**src/rtl/seq_mac_if.sv**
```systemverilog
// Operand/result handshake bundle for seq_mac_unit.
// The master side produces operands and consumes results; the slave side is the MAC unit.
interface seq_mac_if #(
    parameter int W     = 4,
    parameter int GUARD = 4
);
    localparam int ACCW = 2 * W + GUARD;

    logic            in_valid;
    logic            in_ready;
    logic [W-1:0]    a;
    logic [W-1:0]    b;
    logic            acc_clr;
    logic            out_valid;
    logic            out_ready;
    logic [ACCW-1:0] out;
    logic            ovf;

    modport master (
        output in_valid, a, b, acc_clr, out_ready,
        input  in_ready, out_valid, out, ovf
    );

    modport slave (
        input  in_valid, a, b, acc_clr, out_ready,
        output in_ready, out_valid, out, ovf
    );
endinterface

```
**src/rtl/seq_mac_unit.sv**
```systemverilog
// Unsigned sequential multiply-accumulate unit.
// A shift-add multiplier retires one multiplier bit per clock; the final bit is
// folded in combinationally on the last BUSY edge so the accumulator update and
// result presentation happen exactly W edges after the operands are accepted.
module seq_mac_unit #(
    parameter int W     = 4,
    parameter int GUARD = 4,
    parameter int SAT   = 0
) (
    input  logic clk,
    input  logic reset,
    seq_mac_if.slave bus
);
    localparam int ACCW = 2 * W + GUARD;
    localparam int PW   = 2 * W;
    localparam int CW   = $clog2(W);

    typedef enum logic [1:0] {
        IDLE = 2'd0,
        BUSY = 2'd1,
        DONE = 2'd2
    } state_t;

    state_t          state_q, state_d;
    logic [W-1:0]    mcand_q, mcand_d;
    logic [W-1:0]    mplier_q, mplier_d;
    logic [PW-1:0]   prod_q, prod_d;
    logic [CW-1:0]   cnt_q, cnt_d;
    logic            clr_q, clr_d;
    logic [ACCW-1:0] acc_q, acc_d;
    logic            ovf_q, ovf_d;

    // Datapath helpers: current partial product step and the accumulate of the finished product.
    logic [PW-1:0]   addend;
    logic [PW-1:0]   prod_next;
    logic            last_bit;
    logic [ACCW-1:0] base;
    logic [ACCW:0]   sum;
    logic [ACCW-1:0] acc_new;
    logic            ovf_new;

    // Shift-add step and accumulator arithmetic for the current cycle.
    always_comb begin
        addend    = mplier_q[0] ? ({{W{1'b0}}, mcand_q} << cnt_q) : '0;
        prod_next = prod_q + addend;
        last_bit  = (cnt_q == CW'(W - 1));
        base      = clr_q ? '0 : acc_q;
        sum       = {1'b0, base} + {{(ACCW + 1 - PW){1'b0}}, prod_next};
        if (sum[ACCW]) begin
            acc_new = (SAT != 0) ? {ACCW{1'b1}} : sum[ACCW-1:0];
        end else begin
            acc_new = sum[ACCW-1:0];
        end
        // A clearing accept starts a fresh overflow history.
        ovf_new   = (clr_q ? 1'b0 : ovf_q) | sum[ACCW];
    end

    // Next-state and register-update decisions for the IDLE/BUSY/DONE sequence.
    always_comb begin
        state_d  = state_q;
        mcand_d  = mcand_q;
        mplier_d = mplier_q;
        prod_d   = prod_q;
        cnt_d    = cnt_q;
        clr_d    = clr_q;
        acc_d    = acc_q;
        ovf_d    = ovf_q;
        case (state_q)
            IDLE: begin
                if (bus.in_valid) begin
                    mcand_d  = bus.a;
                    mplier_d = bus.b;
                    clr_d    = bus.acc_clr;
                    prod_d   = '0;
                    cnt_d    = '0;
                    state_d  = BUSY;
                end
            end
            BUSY: begin
                prod_d   = prod_next;
                mplier_d = mplier_q >> 1;
                cnt_d    = cnt_q + CW'(1);
                if (last_bit) begin
                    acc_d   = acc_new;
                    ovf_d   = ovf_new;
                    state_d = DONE;
                end
            end
            DONE: begin
                if (bus.out_ready) begin
                    state_d = IDLE;
                end
            end
            default: state_d = IDLE;
        endcase
    end

    // State and datapath registers; reset aborts any operation in flight.
    always_ff @(posedge clk or negedge reset) begin
        if (!reset) begin
            state_q  <= IDLE;
            mcand_q  <= '0;
            mplier_q <= '0;
            prod_q   <= '0;
            cnt_q    <= '0;
            clr_q    <= 1'b0;
            acc_q    <= '0;
            ovf_q    <= 1'b0;
        end else begin
            state_q  <= state_d;
            mcand_q  <= mcand_d;
            mplier_q <= mplier_d;
            prod_q   <= prod_d;
            cnt_q    <= cnt_d;
            clr_q    <= clr_d;
            acc_q    <= acc_d;
            ovf_q    <= ovf_d;
        end
    end

    // The accumulator only changes on completion, so it doubles as the result register.
    assign bus.in_ready  = (state_q == IDLE) && reset;
    assign bus.out_valid = (state_q == DONE);
    assign bus.out       = acc_q;
    assign bus.ovf       = ovf_q;

endmodule

```
**src/flat_wrapper.sv**
```systemverilog
// flat-port wrapper written by rule: the top's interface ports become plain ports
module seq_mac_unit_flat 
#(
    parameter int W     = 4,
    parameter int GUARD = 4,
    parameter int SAT   = 0
)
  (clk, reset, bus_in_valid, bus_a, bus_b, bus_acc_clr, bus_out_ready, bus_in_ready, bus_out_valid, bus_out, bus_ovf);
  seq_mac_if #(.W(W), .GUARD(GUARD)) bus_i ();
  input  logic clk;
  input  logic reset;
  input wire logic [$bits(bus_i.in_valid)-1:0] bus_in_valid;
  input wire logic [$bits(bus_i.a)-1:0] bus_a;
  input wire logic [$bits(bus_i.b)-1:0] bus_b;
  input wire logic [$bits(bus_i.acc_clr)-1:0] bus_acc_clr;
  input wire logic [$bits(bus_i.out_ready)-1:0] bus_out_ready;
  output wire logic [$bits(bus_i.in_ready)-1:0] bus_in_ready;
  output wire logic [$bits(bus_i.out_valid)-1:0] bus_out_valid;
  output wire logic [$bits(bus_i.out)-1:0] bus_out;
  output wire logic [$bits(bus_i.ovf)-1:0] bus_ovf;
  assign bus_i.in_valid = bus_in_valid;
  assign bus_i.a = bus_a;
  assign bus_i.b = bus_b;
  assign bus_i.acc_clr = bus_acc_clr;
  assign bus_i.out_ready = bus_out_ready;
  assign bus_in_ready = bus_i.in_ready;
  assign bus_out_valid = bus_i.out_valid;
  assign bus_out = bus_i.out;
  assign bus_ovf = bus_i.ovf;
  seq_mac_unit #(.W(W), .GUARD(GUARD), .SAT(SAT)) u_core (.clk(clk), .reset(reset), .bus(bus_i));
endmodule
```
**config.mk**
```make
export PLATFORM = sky130hd
export DESIGN_NAME = seq_mac_unit_flat
export DESIGN_NICKNAME = d
export VERILOG_FILES = /design/src/rtl/seq_mac_if.sv /design/src/rtl/seq_mac_unit.sv /design/src/flat_wrapper.sv
export SDC_FILE = /design/constraint.sdc
export NUM_CORES = 1
export LEC_CHECK = 0
export CAP_MARGIN = 10
export CORE_MARGIN = 8
export CORE_UTILIZATION = 45
export DETAILED_ROUTE_END_ITERATION = 8
export HOLD_SLACK_MARGIN = 0.12
export PLACE_DENSITY = 0.67
export SYNTH_ARGS = -nofsm -noshare
export SYNTH_HDL_FRONTEND = slang
export SYNTH_SLANG_ARGS = --single-unit
```
**constraint.sdc**
```tcl
create_clock -name clk -period 4.33 [get_ports clk]
set_clock_uncertainty 0.05 [all_clocks]
set_input_delay 0.866 -clock clk [delete_from_list [all_inputs] [get_ports clk]]
set_output_delay 0.866 -clock clk [all_outputs]
set_load 0.05 [all_outputs]
```
==> run_results.csv <==
group,metric,value,unit
status,outcome,"finished clean",
finish,finalNonFillerCells,349,
finish,seq_area,851,µm²
worst_setup_path,critPathMaxStageDelay,490,ps
clocking,cts_tree,"done",
power_and_ir_drop,ir_drop,0.399,mV
worst_setup_path,critPathLaunchType,"flip-flop",
synth,ys_seq_area_share,36.6,%
floorplanning,die_h,87.9,µm
synth,syn_area,2320,µm²
finish,layout_common_cells,"38 x nand2_1, 34 x dfrtp_1, 26 x clkdlybuf4s50_1",
sta,fin_setup_tns,0,ps
worst_setup_path,crit_chain,"mux2i_1 -> o21ai_0 -> and2_1 -> ha_1 -> a21o_1 -> a21oi_2 -> o21bai_1 -> a21oi_1 -> xnor2_1 -> ha_1 -> a21oi_1 -> nand2_1 -> o21ai_0 -> a211oi_1 -> a221o_1",
detailed_routing,drt_iter0_markers,92,
flow_run,maxCapViolCount,0,
worst_setup_path,worstSetupPathType,"flip-flop to flip-flop",
sta,setup_viol,0,
detailed_routing,num_vias,1889,
detailed_routing,drc,0,
sta,slew_headroom,47.1,%
power_and_ir_drop,intPower,1.12,mW
sta,finalHoldViolCount,0,
clocking,ctsLongestPathBuffers,2,
synth,async_reset_ff_share,100,%
finish,layout_commonest_cell,"nand2_1",
worst_hold_path,holdCritStartpoint,"u_core.bus.ovf$_DFFE_PN0P_",
worst_setup_path,path_max_fanout,9,
worst_setup_path,required,4440,ps
finish,fillCellCount,480,
worst_setup_path,critPathTopFamily,"compound AO/OA/AOI/OAI gates",
clocking,insertion_delay,290,ps
clocking,cts_hold_buf,0,
detailed_routing,routed_via_density,5.41,
finish,area_growth,18.2,%
grt,grt_first_pass_wirelength,8670,µm
clocking,postCtsSetupRepairBufs,0,
clocking,root_buffer,"clkbuf_8",
detailed_routing,antenna_left,0,
detailed_routing,totalWireLength,5010,µm
floorplanning,die_area,7720,µm²
clocking,cts_buffers,5,
placement,gp_congestion,0.878,
synth,avgSynthCellArea,9.23,µm²
power_and_ir_drop,switchingPower,1.06,mW
floorplanning,initial_core_util,46.1,%
synth,synth_flop_cell,"dfrtp_1",
sta,fin_crit,3800,ps
sta,hold_ws,440,ps
grt,grt_max_degree,35,
worst_setup_path,cp.arrival,3920,ps
placement,portBuffers,27,
synth,yosys_warnings,0,
synth,synth_seq_cells,34,
clocking,cts-resized-gates,0,
finish,fin_nets,309,
worst_setup_path,r2r_start,"u_core.cnt_q[1]$_DFFE_PN0P_",
power_and_ir_drop,swShare,48.6,%
worst_setup_path,critPathBufInv,0,
clocking,clkTransAtPathRegs,70,ps
synth,syn_nets,283,
worst_hold_path,hp-class,"flip-flop to flip-flop",
power_and_ir_drop,p_seq_share,28.3,%
synth,synthCells,252,
grt,grt_pass1_vias,1821,
grt,antenna_found_initial,0,
power_and_ir_drop,clockPowerShare,11.1,%
finish,drive_above_1_share,8.96,%
synth,synth-edff-count,0,
clocking,cts.sinks,34,
floorplanning,rows,26,
finish,fin_area,2750,µm²
placement,dp_cells,341,
placement,dpl_cell_area,2660,µm²
sta,slew_viol_final,0,
finish,multi_input_area,1400,µm²
power_and_ir_drop,power_density,796,nW/µm²
synth,synth.distinct_cells,50,
sta,grt_setup_unrepaired,"false",
clocking,cts_max_level,2,
sta,period_share,87.9,%
finish,final_core_util,54.5,%
worst_setup_path,crit_slowest_cell,"dfrtp_1",
sta,worst_slew_pin_slew,790,ps
sta,fmax,263,MHz
grt,grt.total_usage,14.3,%
floorplanning,pin_count,28,
power_and_ir_drop,leakagePower,1.22,nW
detailed_routing,firstDrtPassIters,4,
placement,dp_hpwl,3720,µm
worst_setup_path,crit_path_end_kind,"flip-flop",
grt,grt_overflow,0,
power_and_ir_drop,comb_power_share,60.6,%
worst_setup_path,crit_path_start,"u_core.cnt_q[1]$_DFFE_PN0P_",
detailed_routing,wl_per_cell,14.4,µm
finish,n_antenna_cell,0,
floorplanning,dieWidth,87.9,µm
floorplanning,core,5040,µm²
worst register-to-register path: cells and delay by family (launching register included):
| kind | cells | cell delay [ps] |
|---|---|---|
| adder cells (fa/ha/maj) | 2 | 700 |
| AND/OR/NAND/NOR | 2 | 260 |
| AO/OA/AOI/OAI | 9 | 1810 |
| XOR/XNOR | 1 | 100 |
| multiplexers | 1 | 260 |
| flip-flops | 1 | 490 |
cells in the mapped netlist (all sizes together) (2+ instances only):
| cell type | count | share of area, % |
|---|---|---|
| nand3b | 2 | 0.65 |
| clkbuf | 5 | 0.81 |
| mux2 | 8 | 3.9 |
| o21bai | 3 | 0.97 |
| o31ai | 3 | 0.97 |
| dfrtp | 34 | 37 |
| mux2i | 6 | 2.6 |
| fa | 2 | 1.7 |
| nand3 | 7 | 1.7 |
| nand2 | 39 | 6.6 |
| a21oi | 15 | 3.4 |
| a211oi | 4 | 1.5 |
| and2 | 3 | 0.81 |
| inv | 5 | 0.81 |
| or4 | 2 | 0.65 |
| nor2b | 10 | 2.7 |
| buf | 6 | 1.9 |
| nor2 | 11 | 1.8 |
| nand2b | 3 | 0.81 |
| nor3 | 3 | 0.65 |
| xnor2 | 3 | 1.1 |
| o21a | 2 | 0.65 |
| nor4bb | 2 | 0.86 |
| xor2 | 5 | 1.9 |
| ha | 16 | 8.6 |
| nor3b | 7 | 2.3 |
| o211ai | 2 | 0.65 |
| o21ai | 25 | 5.4 |
| a21o | 5 | 1.6 |
power by group through the flow:
stage               Combinational [mW]  Sequential, mW  Clock (mW)
finish                            1.32           0.619       0.243
global route                      1.47           0.645       0.263
CTS                               1.33           0.618       0.249
detailed placement                1.32           0.623           0
global placement                  1.31           0.621           0
floorplan                        0.912           0.712           0
metal layers:
layer / track usage (%) / wire length [µm]
met1: 19.5 / 2490
met2: 21.5 / 2160
met3: 3.75 / 300
met4: 4.22 / 65
met5: 0 / 0
cell families after synthesis:
family	count (synthesis)	share of synthesized area, %
flip-flops	34	36.6
AO/OA/AOI/OAI	67	18.2
AND/OR/NAND/NOR	95	21.8
XOR/XNOR	8	3.01
buffers and inverters	16	3.55
adder cells (fa/ha/maj)	18	10.3
multiplexers	14	6.46
sequential cells by signal, indices dropped and copies added, names as in the netlist:
signal and count:
u_core.state_q 2, u_core.prod_q 8, u_core.bus.ovf 1, u_core.mplier_q 4, u_core.clr_q 1, u_core.cnt_q 2
u_core.mcand_q 4, u_core.bus.out 12
cell type report:
type / instances / share of cell area, %
multi-input cells: 202 / 50.8
flip-flops and latches: 34 / 31.0
repair buffers: 30 / 11.0
well taps: 70 / 3.19
clock buffers: 7 / 3.14
inverters: 5 / 0.683
clock inverters: 1 / 0.182
path summary, 6_finish.rpt:
| check | slack, ps | endpoint | depth (start not counted) |
|---|---|---|---|
| max | 530 | u_core.bus.out[10]$_DFFE_PN0P_ | 15 |
| min | 440 | u_core.bus.ovf$_DFFE_PN0P_ | 2 |
| max reg2reg | 530 | u_core.bus.out[10]$_DFFE_PN0P_ | 15 |
| min reg2reg | 440 | u_core.bus.ovf$_DFFE_PN0P_ | 2 |
| max in group asynchronous | 2860 | u_core.bus.out[7]$_DFFE_PN0P_ | 2 |
| min in group asynchronous | 1050 | u_core.mplier_q[2]$_DFFE_PN0P_ | 2 |
stage by stage:
step | power, mW | setup WS, ps
after global routing | 2.38 | 141
after detailed placement | 1.94 | 560
after CTS | 2.20 | 551
final | 2.19 | 526
after floorplan | 1.62 | 807
after global placement | 1.93 | 577
(Power assumes the default switching activity.)
